[src/rtl/ex_mem_reg_pkg.sv]
// ---------------------------------------------------------------------------
// ex_mem_reg_pkg
// Shared definitions for the EX/MEM pipeline register of the 5-stage MIPS
// core: bus widths, the NOP aluop, the stall-vector bit positions that this
// register looks at, and the one-hot action produced by the stall/flush
// decoder.
// ---------------------------------------------------------------------------
package ex_mem_reg_pkg;

    // Bus widths used throughout the core
    localparam int REG_ADDR_W   = 5;
    localparam int REG_W        = 32;
    localparam int ALUOP_W      = 8;
    localparam int DOUBLE_REG_W = 2 * REG_W;
    localparam int STALL_W      = 6;

    localparam logic [REG_W-1:0]   ZeroWord  = 32'h0000_0000;
    localparam logic [ALUOP_W-1:0] NOP_ALUOP = 8'h00;

    // Positions in the ctrl stall vector (bit0 PC ... bit5 WB)
    localparam int STALL_EX  = 3;
    localparam int STALL_MEM = 4;

    // What the register bank does on the next rising edge; exactly one
    // action is active per cycle.
    typedef enum logic [4:0] {
        ACT_RESET   = 5'b00001,
        ACT_FLUSH   = 5'b00010,
        ACT_BUBBLE  = 5'b00100,
        ACT_HOLD    = 5'b01000,
        ACT_ADVANCE = 5'b10000
    } pipe_action_e;

endpackage

[src/rtl/ex_mem_reg_pipe_ctrl_dec.sv]
// ---------------------------------------------------------------------------
// pipe_ctrl_dec
// Turns reset, exception flush and the two relevant stall bits into the
// single one-hot action the EX/MEM register bank applies on the next edge.
//
// Ports:
//   rst       in   synchronous reset request
//   flush     in   exception flush from ctrl
//   stall_ex  in   EX stage stalled
//   stall_mem in   MEM stage stalled
//   action    out  one-hot action (reset/flush/bubble/hold/advance)
// ---------------------------------------------------------------------------
module pipe_ctrl_dec
    import ex_mem_reg_pkg::*;
(
    input  logic         rst,
    input  logic         flush,
    input  logic         stall_ex,
    input  logic         stall_mem,
    output pipe_action_e action
);

    // Fixed priority: reset, then flush (beats any stall), then stall.
    // EX stalled while MEM keeps going means MEM must get a bubble; both
    // stalled means hold. MEM stalled with EX running never comes from
    // ctrl and falls through to advance.
    always_comb begin
        action = ACT_ADVANCE;
        if (rst) begin
            action = ACT_RESET;
        end else if (flush) begin
            action = ACT_FLUSH;
        end else if (stall_ex) begin
            action = stall_mem ? ACT_HOLD : ACT_BUBBLE;
        end
    end

endmodule

[src/rtl/ex_mem_reg.sv]
// ---------------------------------------------------------------------------
// ex_mem_reg
// EX -> MEM pipeline register. Captures EX results every cycle and presents
// them to MEM one cycle later; supports bubble/hold stalls and exception
// flush, and carries the madd/msub accumulate temp and cycle count back to
// EX while EX is stalled.
//
// Ports:
//   clk, rst                 clock (rising edge), synchronous active-high reset
//   stall[SW-1:0], flush     pipeline control from ctrl
//   ex_wd/ex_wreg/ex_wdata   writeback target and ALU result from EX
//   ex_whilo/ex_hi/ex_lo     HI/LO update from EX
//   ex_aluop/ex_mem_addr/ex_reg2  load/store op, address and store data
//   hilo_i, cnt_i            multi-cycle accumulate state from EX
//   mem_*                    registered copies presented to MEM
//   hilo_o, cnt_o            registered accumulate state fed back to EX
// ---------------------------------------------------------------------------
module ex_mem_reg
    import ex_mem_reg_pkg::*;
#(
    parameter int AW  = REG_ADDR_W,
    parameter int DW  = REG_W,
    parameter int OPW = ALUOP_W,
    parameter int SW  = STALL_W
) (
    input  logic            clk,
    input  logic            rst,
    input  logic [SW-1:0]   stall,
    input  logic            flush,
    input  logic [AW-1:0]   ex_wd,
    input  logic            ex_wreg,
    input  logic [DW-1:0]   ex_wdata,
    input  logic            ex_whilo,
    input  logic [DW-1:0]   ex_hi,
    input  logic [DW-1:0]   ex_lo,
    input  logic [OPW-1:0]  ex_aluop,
    input  logic [DW-1:0]   ex_mem_addr,
    input  logic [DW-1:0]   ex_reg2,
    input  logic [2*DW-1:0] hilo_i,
    input  logic [1:0]      cnt_i,
    output logic [AW-1:0]   mem_wd,
    output logic            mem_wreg,
    output logic [DW-1:0]   mem_wdata,
    output logic            mem_whilo,
    output logic [DW-1:0]   mem_hi,
    output logic [DW-1:0]   mem_lo,
    output logic [OPW-1:0]  mem_aluop,
    output logic [DW-1:0]   mem_mem_addr,
    output logic [DW-1:0]   mem_reg2,
    output logic [2*DW-1:0] hilo_o,
    output logic [1:0]      cnt_o
);

    pipe_action_e action;

    logic [AW-1:0]   mem_wd_q,       mem_wd_d;
    logic            mem_wreg_q,     mem_wreg_d;
    logic [DW-1:0]   mem_wdata_q,    mem_wdata_d;
    logic            mem_whilo_q,    mem_whilo_d;
    logic [DW-1:0]   mem_hi_q,       mem_hi_d;
    logic [DW-1:0]   mem_lo_q,       mem_lo_d;
    logic [OPW-1:0]  mem_aluop_q,    mem_aluop_d;
    logic [DW-1:0]   mem_mem_addr_q, mem_mem_addr_d;
    logic [DW-1:0]   mem_reg2_q,     mem_reg2_d;
    logic [2*DW-1:0] hilo_q,         hilo_d;
    logic [1:0]      cnt_q,          cnt_d;

    // Only the EX and MEM stall bits matter to this stage.
    logic stall_unused;
    assign stall_unused = ^{stall[SW-1:STALL_MEM+1], stall[STALL_EX-1:0]};

    pipe_ctrl_dec u_dec (
        .rst       (rst),
        .flush     (flush),
        .stall_ex  (stall[STALL_EX]),
        .stall_mem (stall[STALL_MEM]),
        .action    (action)
    );

    // Next-state of the register bank as one case on the decoded action.
    // A bubble clears every MEM field (aluop becomes NOP, so no memory
    // access and no writeback). While EX is stalled the accumulate state
    // from EX is captured so EX sees it again next cycle; once EX advances
    // the multi-cycle op is finished and the temp is cleared.
    always_comb begin
        mem_wd_d       = mem_wd_q;
        mem_wreg_d     = mem_wreg_q;
        mem_wdata_d    = mem_wdata_q;
        mem_whilo_d    = mem_whilo_q;
        mem_hi_d       = mem_hi_q;
        mem_lo_d       = mem_lo_q;
        mem_aluop_d    = mem_aluop_q;
        mem_mem_addr_d = mem_mem_addr_q;
        mem_reg2_d     = mem_reg2_q;
        hilo_d         = hilo_q;
        cnt_d          = cnt_q;

        case (action)
            ACT_BUBBLE: begin
                mem_wd_d       = '0;
                mem_wreg_d     = 1'b0;
                mem_wdata_d    = '0;
                mem_whilo_d    = 1'b0;
                mem_hi_d       = '0;
                mem_lo_d       = '0;
                mem_aluop_d    = OPW'(NOP_ALUOP);
                mem_mem_addr_d = '0;
                mem_reg2_d     = '0;
                hilo_d         = hilo_i;
                cnt_d          = cnt_i;
            end
            ACT_HOLD: begin
                hilo_d = hilo_i;
                cnt_d  = cnt_i;
            end
            ACT_ADVANCE: begin
                mem_wd_d       = ex_wd;
                mem_wreg_d     = ex_wreg;
                mem_wdata_d    = ex_wdata;
                mem_whilo_d    = ex_whilo;
                mem_hi_d       = ex_hi;
                mem_lo_d       = ex_lo;
                mem_aluop_d    = ex_aluop;
                mem_mem_addr_d = ex_mem_addr;
                mem_reg2_d     = ex_reg2;
                hilo_d         = '0;
                cnt_d          = 2'b00;
            end
            default: begin
                // Reset and flush both clear everything, accumulate state included.
                mem_wd_d       = '0;
                mem_wreg_d     = 1'b0;
                mem_wdata_d    = '0;
                mem_whilo_d    = 1'b0;
                mem_hi_d       = '0;
                mem_lo_d       = '0;
                mem_aluop_d    = OPW'(NOP_ALUOP);
                mem_mem_addr_d = '0;
                mem_reg2_d     = '0;
                hilo_d         = '0;
                cnt_d          = 2'b00;
            end
        endcase
    end

    // State register with synchronous reset.
    always_ff @(posedge clk) begin
        if (rst) begin
            mem_wd_q       <= '0;
            mem_wreg_q     <= 1'b0;
            mem_wdata_q    <= '0;
            mem_whilo_q    <= 1'b0;
            mem_hi_q       <= '0;
            mem_lo_q       <= '0;
            mem_aluop_q    <= '0;
            mem_mem_addr_q <= '0;
            mem_reg2_q     <= '0;
            hilo_q         <= '0;
            cnt_q          <= 2'b00;
        end else begin
            mem_wd_q       <= mem_wd_d;
            mem_wreg_q     <= mem_wreg_d;
            mem_wdata_q    <= mem_wdata_d;
            mem_whilo_q    <= mem_whilo_d;
            mem_hi_q       <= mem_hi_d;
            mem_lo_q       <= mem_lo_d;
            mem_aluop_q    <= mem_aluop_d;
            mem_mem_addr_q <= mem_mem_addr_d;
            mem_reg2_q     <= mem_reg2_d;
            hilo_q         <= hilo_d;
            cnt_q          <= cnt_d;
        end
    end

    assign mem_wd       = mem_wd_q;
    assign mem_wreg     = mem_wreg_q;
    assign mem_wdata    = mem_wdata_q;
    assign mem_whilo    = mem_whilo_q;
    assign mem_hi       = mem_hi_q;
    assign mem_lo       = mem_lo_q;
    assign mem_aluop    = mem_aluop_q;
    assign mem_mem_addr = mem_mem_addr_q;
    assign mem_reg2     = mem_reg2_q;
    assign hilo_o       = hilo_q;
    assign cnt_o        = cnt_q;

endmodule

[config.mk]
export PLATFORM = sky130hd
export DESIGN_NAME = ex_mem_reg
export DESIGN_NICKNAME = d
export VERILOG_FILES = /design/src/rtl/ex_mem_reg_pkg.sv /design/src/rtl/ex_mem_reg_pipe_ctrl_dec.sv /design/src/rtl/ex_mem_reg.sv
export SDC_FILE = /design/constraint.sdc
export NUM_CORES = 1
export LEC_CHECK = 0
export BUFFER_PORTS_ARGS = -buffer_cell sky130_fd_sc_hd__buf_2
export CORE_MARGIN = 3
export CORE_UTILIZATION = 25
export DETAILED_ROUTE_END_ITERATION = 8
export GPL_TIMING_DRIVEN = 0
export PLACE_DENSITY = 0.54
export SETUP_SLACK_MARGIN = 0.02
export SLEW_MARGIN = 5
export SYNTH_ARGS = -nofsm -noshare
export SYNTH_HDL_FRONTEND = slang
export SYNTH_HIERARCHICAL = 1
export SYNTH_SLANG_ARGS = --single-unit
[constraint.sdc]
create_clock -name clk -period 1.95 [get_ports clk]
set_input_delay 0.195 -clock clk [delete_from_list [all_inputs] [get_ports clk]]
set_output_delay 0.195 -clock clk [all_outputs]
set_load 0.02 [all_outputs]
## Word-level counts from Yosys, hierarchy flattened

Index checks and enable logic that the tools add are counted.

| storage, ports and cells | value |
|---|---|
| flip-flop bits (word level) | 241 |
| output and inout port bits | 241 |
| word-level logic and storage cells | 30 |

| operators by class | value |
|---|---|
| eq/ne operators | 3 |
| muxes and demuxes | 13 |
| bitwise logic cells | 1 |
| reduce and logical (&&, ||, !) cells | 2 |

Operators with widths:

| operator | number |
|---|---|
| case mux 32 bit (2 select lines) | 5 |
| case mux 8 bit (2 select lines) | 1 |
| two-way mux 5 bit | 3 |
| case mux 5 bit (2 select lines) | 1 |
| == test 5 x 3 -> 1 bit (second input constant) | 1 |
| == test 5 x 4 -> 1 bit (second input constant) | 1 |
| == test 5 bit (second input constant) | 1 |
| two-way mux 4 bit | 1 |
| case mux 1 bit (2 select lines) | 2 |
| OR reduction 2 bit | 2 |
| NOT 1 bit | 1 |

## Longest topological paths before layout

Gate-level depths: netlist of run 1.

| depth | value |
|---|---|
| word-level depth | 8 |
| mapped depth | 6 |

## Modules after synthesis

The synthesis of run 1 kept the hierarchy.

By module, submodules not included:

| module | times used | cells each | area each (sq um) | sequential area each (sq um) |
|---|---|---|---|---|
| ex_mem_reg | 1 | 947 | 10062.2 | 4824.6 |
| pipe_ctrl_dec | 1 | 5 | 48.8 | 0.0 |

## Worst setup path before layout of run 1

No wires, ideal clock.

| timing | value |
|---|---|
| path type | in2reg |
| start | in rst |
| end | reg mem_aluop_q[0], in the netlist mem_aluop[0] |
| setup time | 0.066 ns |
| arrival time | 1.420 ns |
| data required time | 1.884 ns |
| path slack | 0.464 ns |
| cell stages on the path | 6 |
| buffers on the path | 3 |
| cell sequence | and2b_2 or4_1 clkbuf_1 buf_6 buf_6 a21oi_2 |

| on the way | value |
|---|---|
| longest elaborated chain between the ends | 3 |
| elaborated cells between the ends (all ways) | 4 |
| classes of those cells | eq/ne: 2; mux: 2 |

Ends and longest elaborated chain:

| what | line | RTL |
|---|---|---|
| from (decl) | ex_mem_reg.sv:27 | `input logic rst,` |
| two-way mux 5 bit | ex_mem_reg_pipe_ctrl_dec.sv:29 | `if (rst) begin` |
| == test 5 bit or == test 5 x 4 -> 1 bit (tied branches) | ex_mem_reg.sv:98 | `case (action)` |
| case mux 8 bit (2 select lines) | ex_mem_reg.sv:98 |  |
| to (signal assigned) | ex_mem_reg.sv:167 | `mem_aluop_q <= mem_aluop_d;` |
| to (decl) | ex_mem_reg.sv:62 | `logic [OPW-1:0] mem_aluop_q, mem_aluop_d;` |

Parallel ways exist; a longest one is shown, timed or not.
A chain may end at the register's enable or synchronous reset.

## Worst setup path after layout of run 1

| timing | value |
|---|---|
| start | in rst |
| end | reg mem_wdata_q[11], in the netlist mem_wdata[11] |

| on the way | value |
|---|---|
| longest elaborated chain between the ends | 3 |
| elaborated cells between the ends (all ways) | 4 |
| classes of those cells | eq/ne: 2; mux: 2 |

Ends and longest elaborated chain:

| what | line | RTL |
|---|---|---|
| two-way mux 5 bit (*) | ex_mem_reg_pipe_ctrl_dec.sv:29 |  |
| via action[4] | ex_mem_reg.sv:54 | `pipe_action_e action;` |
| == test 5 bit or == test 5 x 4 -> 1 bit (tied branches) | ex_mem_reg.sv:98 |  |
| case mux 32 bit (2 select lines) | ex_mem_reg.sv:98 |  |
| to (signal assigned) | ex_mem_reg.sv:163 | `mem_wdata_q <= mem_wdata_d;` |
| to (decl) | ex_mem_reg.sv:58 | `logic [DW-1:0] mem_wdata_q, mem_wdata_d;` |

Mark *: on every way through the listed nets, which the timed path passes. The rest lies on a longest branch.

==> results.ini, run 1 <==
[synth]
synthMostInstantiatedCell = sky130_fd_sc_hd__nand3b_1
synth_area_per_cell_um2 = 10.6
async_reset_ff_frac = 0
postSynthCellCount = 952
yosys.area_share.simple = 0.335
synth_seq_area_share = 0.477
syn_nets = 1202
synthMuxAreaShare = 0
netlist_top_cells_count = sky130_fd_sc_hd__nand3b_1, sky130_fd_sc_hd__dfxtp_1, sky130_fd_sc_hd__a21oi_2
synth-compound-area-share = 0.127
dominant_combinational_cell_family_by_area_after_synthesis = simple AND/OR/NAND/NOR gates
syn_warnings = 6
synth-edff-count = 0
netlist.area_leader.share = 0.477
post-synth-top-area-cell = sky130_fd_sc_hd__dfxtp_1
ys_seq_elements = 241
synth.cell_area_mm2 = 0.0101
yosysUniqueCellTypes = 18
ys.flop_type = sky130_fd_sc_hd__dfxtp_1
post_synth_xor_area_fraction = 0.000866
post_synth_fa_ha_maj_area_fraction = 0
post_synth_main_area_contributors = sky130_fd_sc_hd__dfxtp_1, sky130_fd_sc_hd__nand3b_1, sky130_fd_sc_hd__a21oi_2

[route]
routed.top_layer = met5
met2_layer_wire_length_in_the_routed_design_um = 18800
firstDrtPassIters = 4
drc = 0
postRouteAntennaNets = 0
drt-total-wl_um = 39300
wl_met1_um = 16900
routed_length_per_placed_instance_um = 17.4
routed-wl-met3_um = 2390
num_vias = 10100
drt-initial-drc-count = 466
post_drt_via_cell_ratio = 4.48

[sta]
fin_crit_ns = 1.69
finalCritPeriodShare = 0.865
max_freq_ghz = 0.593
timing.clock.skew_ns = 0
final-setup-viol-count = 0
number_of_max_slew_violations_in_the_final_report = 0
rsz_0062_raised_after_global_routing = false
relative_slew_slack = 0.500
max_slew.worst_pin.slew_ns = 0.750
report.final.hold_viol_count = 0

[final_layout]
fin_nets = 1961
antenna_cells = 0
syn_to_final_growth_pct = 64.5
final_core_utilization = 0.418
post_route_cells_drive_above_1_share = 0.419
finalInstanceArea_mm2 = 0.0166

[power_and_ir_drop]
p_per_area_mw_per_mm2 = 720
max-vdd-ir-drop_mv = 0.533
leakagePower_nw = 6.53
p_total_mw = 12.0

[setup_path]
critical_path.reg2reg.endpoint = mem_aluop[2]
setup.worst_path.start_class = primary input
cp.required_ns = 2.43
worst-setup-path-type = primary input to register
timing.reg2reg.setup_slack_ns = 1.25
timing.rr.start = mem_aluop[2]
timing.critical_path.arrival_ns = 2.17
cp_max_fo = 10
endpoint_kind = register
r2r.worst_path.cells = 2

[die]
die-width_um = 207
placeable_core_area_mm2 = 0.0398
rows = 73
die_y_extent_um = 207
floorplan.initialDensity = 0.254
design.portCount = 491
die-area_mm2 = 0.0429

[global_routing]
largest_net_degree_at_the_start_of_global_routing = 15
first_global_vias = 10700
grt.total_usage = 0.172
grt_antenna_before_repair = 1
grt_overflow_total = 0
first_pass_grt_wire_length_um = 60600

[cts]
path_clk_slew_ns = 0.06
tritoncts = done
max-clock-path-buffers = 3
clk_latency_ns = 0.55
clock_tree.root_cell = sky130_fd_sc_hd__clkbuf_16
total_clock_sinks = 241
tritoncts.num_buffers = 30
postCtsSetupRepairBufs = 0
htree_num_levels = 1

[place]
port-buffer-count = 486
gp_routability_congestion = 0.795
detailed_place_hpwl_um = 27500
place_area_mm2 = 0.0132

[run]
timing.max_cap.violations = 0

[hold_path]
hold_start = rst
worst_hold_path.endpoint = hilo_o[2]
hp-class = primary input to register
min_path_cells = 4

[status]
result_of_the_run = finished clean

power breakdown:
group          total [mW]  leakage [nW]  switching [mW]  internal, mW
registers            4.98          1.94          0.0184          4.97
logic                1.33          4.08           0.601         0.732
clock network        5.66         0.508            2.18          3.48
total                12.0          6.53            2.80          9.18
how the worst max path moves through the flow:
stage	startpoint	endpoint	slack, ns	cells past startpoint
5_1_grt	rst	mem_mem_addr[7]	0.04	7
6_report	rst	mem_wdata[11]	0.26	7
3_5_place_dp	rst	mem_mem_addr[3]	-0.63	7
4_1_cts	rst	mem_mem_addr[5]	0.04	7
3_3_place_gp	rst	mem_mem_addr[6]	-0.57	7
2_1_floorplan	rst	mem_aluop[0]	0.46	6
area by class of cell:
| type | count | area, um^2 |
|---|---|---|
| Buffer | 113 | 611 |
| Clock buffer | 44 | 915 |
| Clock inverter | 9 | 98.8 |
| Fill cell | 3873 | 23200 |
| Multi-Input combinational cell | 598 | 4680 |
| Sequential cell | 241 | 4820 |
| Tap cell | 525 | 657 |
| Timing Repair Buffer | 727 | 4840 |
worst max-delay path, cell delays in order:
cell	delay [ns]
sky130_fd_sc_hd__buf_2	0.14
sky130_fd_sc_hd__nor3_1	0.16
sky130_fd_sc_hd__buf_2	0.30
sky130_fd_sc_hd__clkbuf_1	0.61
sky130_fd_sc_hd__buf_1	0.44
sky130_fd_sc_hd__nand3b_1	0.15
sky130_fd_sc_hd__a21oi_1	0.16
state kept, by name, summed over array words and instances, names as in the netlist:
register and count:
hilo_o 64, mem_hi 32, mem_lo 32, mem_mem_addr 32
mem_reg2 32, mem_wdata 32, mem_aluop 8, mem_wd 5
cnt_o 2, mem_whilo 1, mem_wreg 1
placed cells by master (no fill, tap or decap), types with 2 or more instances in the layout:
cell                              n
sky130_fd_sc_hd__dfxtp_1        241
sky130_fd_sc_hd__clkinv_2         6
sky130_fd_sc_hd__nor3b_2         40
sky130_fd_sc_hd__nand3b_1       350
sky130_fd_sc_hd__bufinv_16        2
sky130_fd_sc_hd__a21oi_1         65
sky130_fd_sc_hd__dlygate4sd3_1  241
sky130_fd_sc_hd__nor3b_1         26
sky130_fd_sc_hd__buf_1           18
sky130_fd_sc_hd__clkbuf_1        62
sky130_fd_sc_hd__clkbuf_8         9
sky130_fd_sc_hd__clkbuf_2         4
sky130_fd_sc_hd__buf_6           22
sky130_fd_sc_hd__clkbuf_16       31
sky130_fd_sc_hd__buf_2          496
sky130_fd_sc_hd__a21oi_2        110
cells by family (layout without fill, tap and decap cells):
group / after synthesis / in the layout
AOI/OAI and AO/OA: 175 / 175
xor gates and xnor gates: 1 / 1
buffers and inverters: 113 / 893
DFF: 241 / 241
and+or+nand+nor: 422 / 422
per-stage QoR:
step,worst slack [ns],hold WS (ns),instances,TNS (ns)
finish,0.264,0.215,2257,0
detailed placement,-0.626,0.436,1963,-77.95
floorplan,0.464,0.352,952,0
CTS,0.0382,0.175,2257,0
global placement,-0.573,0.431,1963,-69.17
global route,0.0368,0.224,2257,0
routing by layer:
layer,vias up,GRT usage
li1,4919,-
met1,4783,0.217
met2,330,0.291
met3,70,0.0395
met4,2,0.0564
met5,-,0
repair_timing:
action,CTS,global route
setup endpoints to repair,10,54
endpoints found under the hold margin,241,0
hold buffers,241,0
gates resized for setup,1,5
Power figures use the tool's default switching activity.
==> run 2: changes to the inputs <==
CTS_BUF_LIST = sky130_fd_sc_hd__clkbuf_2   (was default)
PLACE_DENSITY = default   (was 0.54)
PLACE_DENSITY_LB_ADDON = 0.05   (was default)
==> results.ini, run 2 <==
[status]
result_of_the_run = aborted with a tool error
lastStage = clock tree synthesis (4_1_cts)
first_error = [ERROR RSZ-0060] Max buffer count reached.

[die]
die_y_extent_um = 207
floorplan.initialDensity = 0.254
rows = 73
design.portCount = 491
die-width_um = 207

[cts]
holdBufCountCts = 419
postCtsSetupRepairBufs = 0
clock_tree.root_cell = sky130_fd_sc_hd__clkbuf_2
max-clock-path-buffers = 3
post_cts.resized_instances = 0
htree_num_levels = 3
tritoncts.num_buffers = 74
total_clock_sinks = 241

[synth]
post-synth-top-area-cell = sky130_fd_sc_hd__dfxtp_1
syn_nets = 1202
synth.cell_area_mm2 = 0.0101
postSynthCellCount = 952
synth_area_per_cell_um2 = 10.6
ys.flop_type = sky130_fd_sc_hd__dfxtp_1
syn_warnings = 6
ys_seq_elements = 241
post_synth_main_area_contributors = sky130_fd_sc_hd__dfxtp_1, sky130_fd_sc_hd__nand3b_1, sky130_fd_sc_hd__a21oi_2
synth_seq_area_share = 0.477
synthMostInstantiatedCell = sky130_fd_sc_hd__nand3b_1
async_reset_ff_frac = 0
synth-edff-count = 0
netlist.area_leader.share = 0.477
netlist_top_cells_count = sky130_fd_sc_hd__nand3b_1, sky130_fd_sc_hd__dfxtp_1, sky130_fd_sc_hd__a21oi_2
yosysUniqueCellTypes = 18

[place]
gp_routability_congestion = 0.746
port-buffer-count = 486
place_inst = 1963
detailed_place_hpwl_um = 29900

## run 2: cell counts after synthesis
Identical to the previous run, type by type.
## run 2: kinds of logic after synthesis
family | count (synthesis) | synth area share
buf+inv | 113 | 0.0599
xor+xnor | 1 | 0.000866
simple gates | 422 | 0.335
compound gates | 175 | 0.127
flops | 241 | 0.477
## run 2: per-stage QoR
step / setup WS (ns) / setup TNS [ns] / area (um^2)
after floorplan: 0.464 / 0 / 10100
after global placement: -0.475 / -68.44 / 13200
after detailed placement: -0.566 / -75.22 / 13200
==> run 3: changes to the inputs <==
CORE_UTILIZATION = 20   (was 25)
CTS_BUF_LIST = default   (was sky130_fd_sc_hd__clkbuf_2)
PLACE_DENSITY_LB_ADDON = 0.15   (was 0.05)
SETUP_SLACK_MARGIN = default   (was 0.02)
==> results.ini, run 3 (synthesis results as in run 1) <==
[setup_path]
timing.reg2reg.setup_slack_ns = 1.28
setup.worst_path.start_class = primary input
critical_path.reg2reg.endpoint = mem_mem_addr[0]
r2r.worst_path.cells = 2
worst-setup-path-type = primary input to register
cp_max_fo = 10
cp.required_ns = 2.45
endpoint_kind = register
timing.rr.start = mem_mem_addr[0]
timing.critical_path.arrival_ns = 2.22

[route]
post_drt_via_cell_ratio = 4.21
postRouteAntennaNets = 0
firstDrtPassIters = 4
drt-initial-drc-count = 415
drt-total-wl_um = 42200
num_vias = 10100
drc = 0
routed_length_per_placed_instance_um = 17.6

[cts]
postCtsSetupRepairBufs = 0
clk_latency_ns = 0.56
max-clock-path-buffers = 3
tritoncts = done
total_clock_sinks = 241
tritoncts.num_buffers = 30
path_clk_slew_ns = 0.06
clock_tree.root_cell = sky130_fd_sc_hd__clkbuf_16
htree_num_levels = 1

[place]
dp_slack_ns = -0.625
detailed_place_hpwl_um = 30400
gp_routability_congestion = 0.753
port-buffer-count = 486

[hold_path]
worst_hold_path.endpoint = hilo_o[2]
hp-class = primary input to register
min_path_cells = 4
hold_start = rst

[final_layout]
fin_nets = 1961
most_common_cell_after_layout_fill_and_taps_aside = sky130_fd_sc_hd__buf_2
syn_to_final_growth_pct = 66.4
post_route_cells_drive_above_1_share = 0.418
fillCellCount = 5206
seq_area_mm2 = 0.00482
multi_input_area_mm2 = 0.00468
largest_register_ff_count = 64
layout_common_cells = sky130_fd_sc_hd__buf_2, sky130_fd_sc_hd__nand3b_1, sky130_fd_sc_hd__dfxtp_1, sky130_fd_sc_hd__dlygate4sd3_1, sky130_fd_sc_hd__a21oi_2

[global_routing]
grtUsageMet2 = 0.260
groute.layer.met1.usage = 0.187
first_pass_grt_wire_length_um = 63300
grt_antenna_before_repair = 2
grt.total_usage = 0.150
gr-max-usage-layer = met2
grt_overflow_total = 0
largest_net_degree_at_the_start_of_global_routing = 15
first_global_vias = 10600
grt_util_met3 = 0.0348

[die]
placeable_core_area_mm2 = 0.0495
die_y_extent_um = 231
floorplan.initialDensity = 0.204
design.portCount = 491
die-area_mm2 = 0.0533
rows = 81
die-width_um = 231

[sta]
fin_setup_tns_ns = 0
max_slew.worst_pin.slew_ns = 0.645
number_of_max_slew_violations_in_the_final_report = 0
timing.final.ws_setup_ns = 0.234
finalCritPeriodShare = 0.880
relative_slew_slack = 0.570
fin_crit_ns = 1.72
report.final.hold_viol_count = 0
max_freq_ghz = 0.583
final-setup-viol-count = 0
timing.clock.skew_ns = 0
rsz_0062_raised_after_global_routing = false

[power_and_ir_drop]
max-vdd-ir-drop_mv = 0.544
leakagePower_nw = 6.54
p_per_area_mw_per_mm2 = 720

[status]
result_of_the_run = finished clean

[run]
timing.max_cap.violations = 0

## run 3: worst max path at each step
stage | startpoint | endpoint | slack, ns | cells after the start
after floorplan | rst | mem_aluop[0] | 0.46 | 6
after global placement | rst | mem_mem_addr[0] | -0.61 | 7
after detailed placement | rst | mem_mem_addr[0] | -0.63 | 7
after CTS | rst | mem_lo[2] | 0.09 | 7
after global routing | rst | mem_mem_addr[6] | 0.08 | 7
final | rst | mem_mem_addr[3] | 0.23 | 7
## run 3: where the power goes
part,internal (mW),switching [mW]
Clock,3.56,2.23
Sequential,4.97,0.0179
Combinational,0.732,0.609
Total,9.25,2.86
## run 3: final cells by class
class                      instances  area share
buffer                           113      0.0364
clock buffer                      49      0.0567
tap                              664      0.0494
multi-input combinational        598       0.278
antenna                            2    0.000298
sequential                       241       0.287
clock inverter                     4     0.00417
timing repair buffer             727       0.288
## run 3: worst max-delay path, stage by stage
cell and delay (ns):
sky130_fd_sc_hd__buf_2 0.14, sky130_fd_sc_hd__and4bb_2 0.28, sky130_fd_sc_hd__buf_2 0.27, sky130_fd_sc_hd__buf_2 0.42, sky130_fd_sc_hd__buf_1 0.55, sky130_fd_sc_hd__nand3b_1 0.20, sky130_fd_sc_hd__a21oi_2 0.16
## run 3: metrics by stage
stage	area (um^2)	hold slack, ns	total power [mW]	cells	util
2_1_floorplan	10100	0.352	5.59	952	-
3_3_place_gp	13400	0.432	6.05	2102	0.270
3_5_place_dp	13400	0.437	6.05	2102	0.270
4_1_cts	16800	0.156	12.4	2396	0.340
5_1_grt	16800	0.200	12.6	2396	0.340
6_report	16800	0.215	12.1	2398	0.340
## run 3: repair_timing
action | in CTS | in global routing
resized for setup | 2 | 8
setup endpoints to repair | 7 | 47
hold buffers | 241 | 0
cloned | 0 | 0
hold endpoints to repair | 241 | 0
## run 3: routing by layer
layer,vias up,routed length [um]
met5,-,13
li1,4925,-
met2,275,20700
met4,2,975
met1,4831,18300
met3,56,2320
==> run 4: changes to the inputs <==
ABC_AREA = 1   (was default)
==> results.ini, run 4 <==
[status]
result_of_the_run = finished clean

[setup_path]
critical_path.cell_chain = buf_2 -> clkbuf_1 -> clkbuf_1 -> clkbuf_1 -> a21oi_1
endpoint_kind = register
critical_path.max_stage_delay_ns = 0.70
timing.critical_path.arrival_ns = 1.86
cp.required_ns = 2.37
cp_slowest_cell = sky130_fd_sc_hd__clkbuf_1
cp_num_buf_inv = 4
cp_max_fo = 10
critical-path-top-delay-family = buffers and inverters
setup.worst_path.start_class = primary input
worst-setup-path-type = primary input to register
crit_top_cell = sky130_fd_sc_hd__clkbuf_1

[synth]
synthMostInstantiatedCell = sky130_fd_sc_hd__nand4_1
synth_seq_area_share = 0.527
synth_area_per_cell_um2 = 8.62
syn_warnings = 6
yosysUniqueCellTypes = 16
postSynthCellCount = 1062
netlist.area_leader.share = 0.527
synth.cell_area_mm2 = 0.00915
syn_nets = 1312
netlist_top_cells_count = sky130_fd_sc_hd__nand4_1, sky130_fd_sc_hd__dfxtp_1, sky130_fd_sc_hd__a21oi_1
post-synth-top-area-cell = sky130_fd_sc_hd__dfxtp_1
post_synth_main_area_contributors = sky130_fd_sc_hd__dfxtp_1, sky130_fd_sc_hd__nand4_1, sky130_fd_sc_hd__a21oi_1
synth-edff-count = 0
ys.flop_type = sky130_fd_sc_hd__dfxtp_1
ys_seq_elements = 241
async_reset_ff_frac = 0

[die]
rows = 77
die_y_extent_um = 220
placeable_core_area_mm2 = 0.0447
floorplan.initialDensity = 0.205
die-area_mm2 = 0.0484
design.portCount = 491
die-width_um = 220

[cts]
clock_tree.root_cell = sky130_fd_sc_hd__clkbuf_16
postCtsSetupRepairBufs = 0
path_clk_slew_ns = 0.06
holdBufCountCts = 241
tritoncts.num_buffers = 30
tritoncts = done
htree_num_levels = 1
clk_latency_ns = 0.56
total_clock_sinks = 241
post_cts.resized_instances = 0
max-clock-path-buffers = 3

[final_layout]
syn_to_final_growth_pct = 71.8
fin_nets = 2071
post_route_cells_drive_above_1_share = 0.338
most_common_cell_after_layout_fill_and_taps_aside = sky130_fd_sc_hd__buf_2
final_core_utilization = 0.352
layout_common_cells = sky130_fd_sc_hd__buf_2, sky130_fd_sc_hd__nand4_1, sky130_fd_sc_hd__dfxtp_1, sky130_fd_sc_hd__dlygate4sd3_1, sky130_fd_sc_hd__a21oi_1
largest_register_ff_count = 64

[sta]
finalCritPeriodShare = 0.737
timing.final.ws_setup_ns = 0.512
max_slew.worst_pin.slew_ns = 0.877
final-setup-viol-count = 0
rsz_0062_raised_after_global_routing = false
timing.clock.skew_ns = 0
number_of_max_slew_violations_in_the_final_report = 0
relative_slew_slack = 0.415
report.final.hold_viol_count = 0
fin_crit_ns = 1.44
max_freq_ghz = 0.695

[route]
postRouteAntennaNets = 0
num_vias = 11300
routed_length_per_placed_instance_um = 18.3
post_drt_via_cell_ratio = 4.63
drc = 0
firstDrtPassIters = 5
drt-initial-drc-count = 538
drt-total-wl_um = 44600

[power_and_ir_drop]
leakagePower_nw = 7.02
p_per_area_mw_per_mm2 = 761
max-vdd-ir-drop_mv = 0.681

[run]
timing.max_cap.violations = 0

[hold_path]
hp-class = primary input to register

[global_routing]
grt_antenna_before_repair = 5
largest_net_degree_at_the_start_of_global_routing = 15
grt_overflow_total = 0
grt.total_usage = 0.174
first_pass_grt_wire_length_um = 66400
first_global_vias = 11600

[place]
gp_routability_congestion = 0.827
dp_slack_ns = -0.164
port-buffer-count = 486
detailed_place_hpwl_um = 31500

[run 4: cell types whose count changed after synthesis, sizes merged, moves of 7 or more]
| cell | delta |
|---|---|
| nand3b | -350 |
| clkbuf | -7 |
| buf | +37 |
| nand4 | +351 |
| nor2 | +73 |
| nor3b | -66 |
| inv | +72 |
[run 4: stage by stage]
stage | cells | total power, mW | TNS, ns | hold slack (ns) | area, um^2
floorplan | 1062 | 5.56 | 0 | 0.307 | 9150
global placement | 2140 | 6.08 | -6.93 | 0.407 | 12300
detailed placement | 2140 | 6.08 | -9.71 | 0.412 | 12300
CTS | 2434 | 12.2 | 0 | 0.304 | 15700
global route | 2436 | 12.5 | 0 | 0.361 | 15700
finish | 2437 | 12.0 | 0 | 0.322 | 15700
[run 4: final cells by class]
cell class	instances	area, um^2
well taps	592	741
repair buffers	727	4840
clock buffers	44	875
multi-input cells	605	3380
plain buffers	143	669
diodes	3	7.51
fillers	4704	29000
flip-flops and latches	241	4820
clock inverters	9	106
inverters	73	275
[run 4: cells by family (layout without fill, tap and decap cells)]
kind of cell,Yosys count,after routing,synth area share
and+or+nand+nor,430,430,0.274
DFF,241,241,0.527
buffers and inverters,216,996,0.103
AOI/OAI and AO/OA,175,175,0.0957
other,0,3,0
[run 4: where the power goes]
part / total, mW / leakage (nW) / internal (mW) / switching (mW)
logic: 1.38 / 4.60 / 0.644 / 0.736
clock network: 5.61 / 0.478 / 3.35 / 2.26
registers: 4.98 / 1.94 / 4.96 / 0.0191
total: 12.0 / 7.02 / 8.96 / 3.01
[run 4: worst paths after layout]
kind | from | end | slack (ns) | depth (start not counted)
setup / recovery | rst | mem_lo[23] | 0.51 | 5
hold reg to reg | mem_wdata[22] | mem_wdata[22] | 0.49 | 2
hold / removal | stall[3] | mem_wdata[24] | 0.32 | 6
setup reg to reg | mem_lo[20] | mem_lo[20] | 1.24 | 2
[run 4: per-layer routing]
metal  vias to the layer above  share of wire  global-route usage
met5                         -        0.00065                   0
met4                         4          0.037              0.0605
met3                        97          0.076              0.0485
met2                       452           0.48               0.304
met1                      5293           0.40               0.206
li1                       5437              -                   -
[run 4: worst min-delay path, delay by kind of cell]
| kind | cells | cell delay (ns) |
|---|---|---|
| buffers and inverters | 3 | 0.44 |
| AND/OR/NAND/NOR | 2 | 0.14 |
| AO/OA/AOI/OAI | 1 | 0.06 |
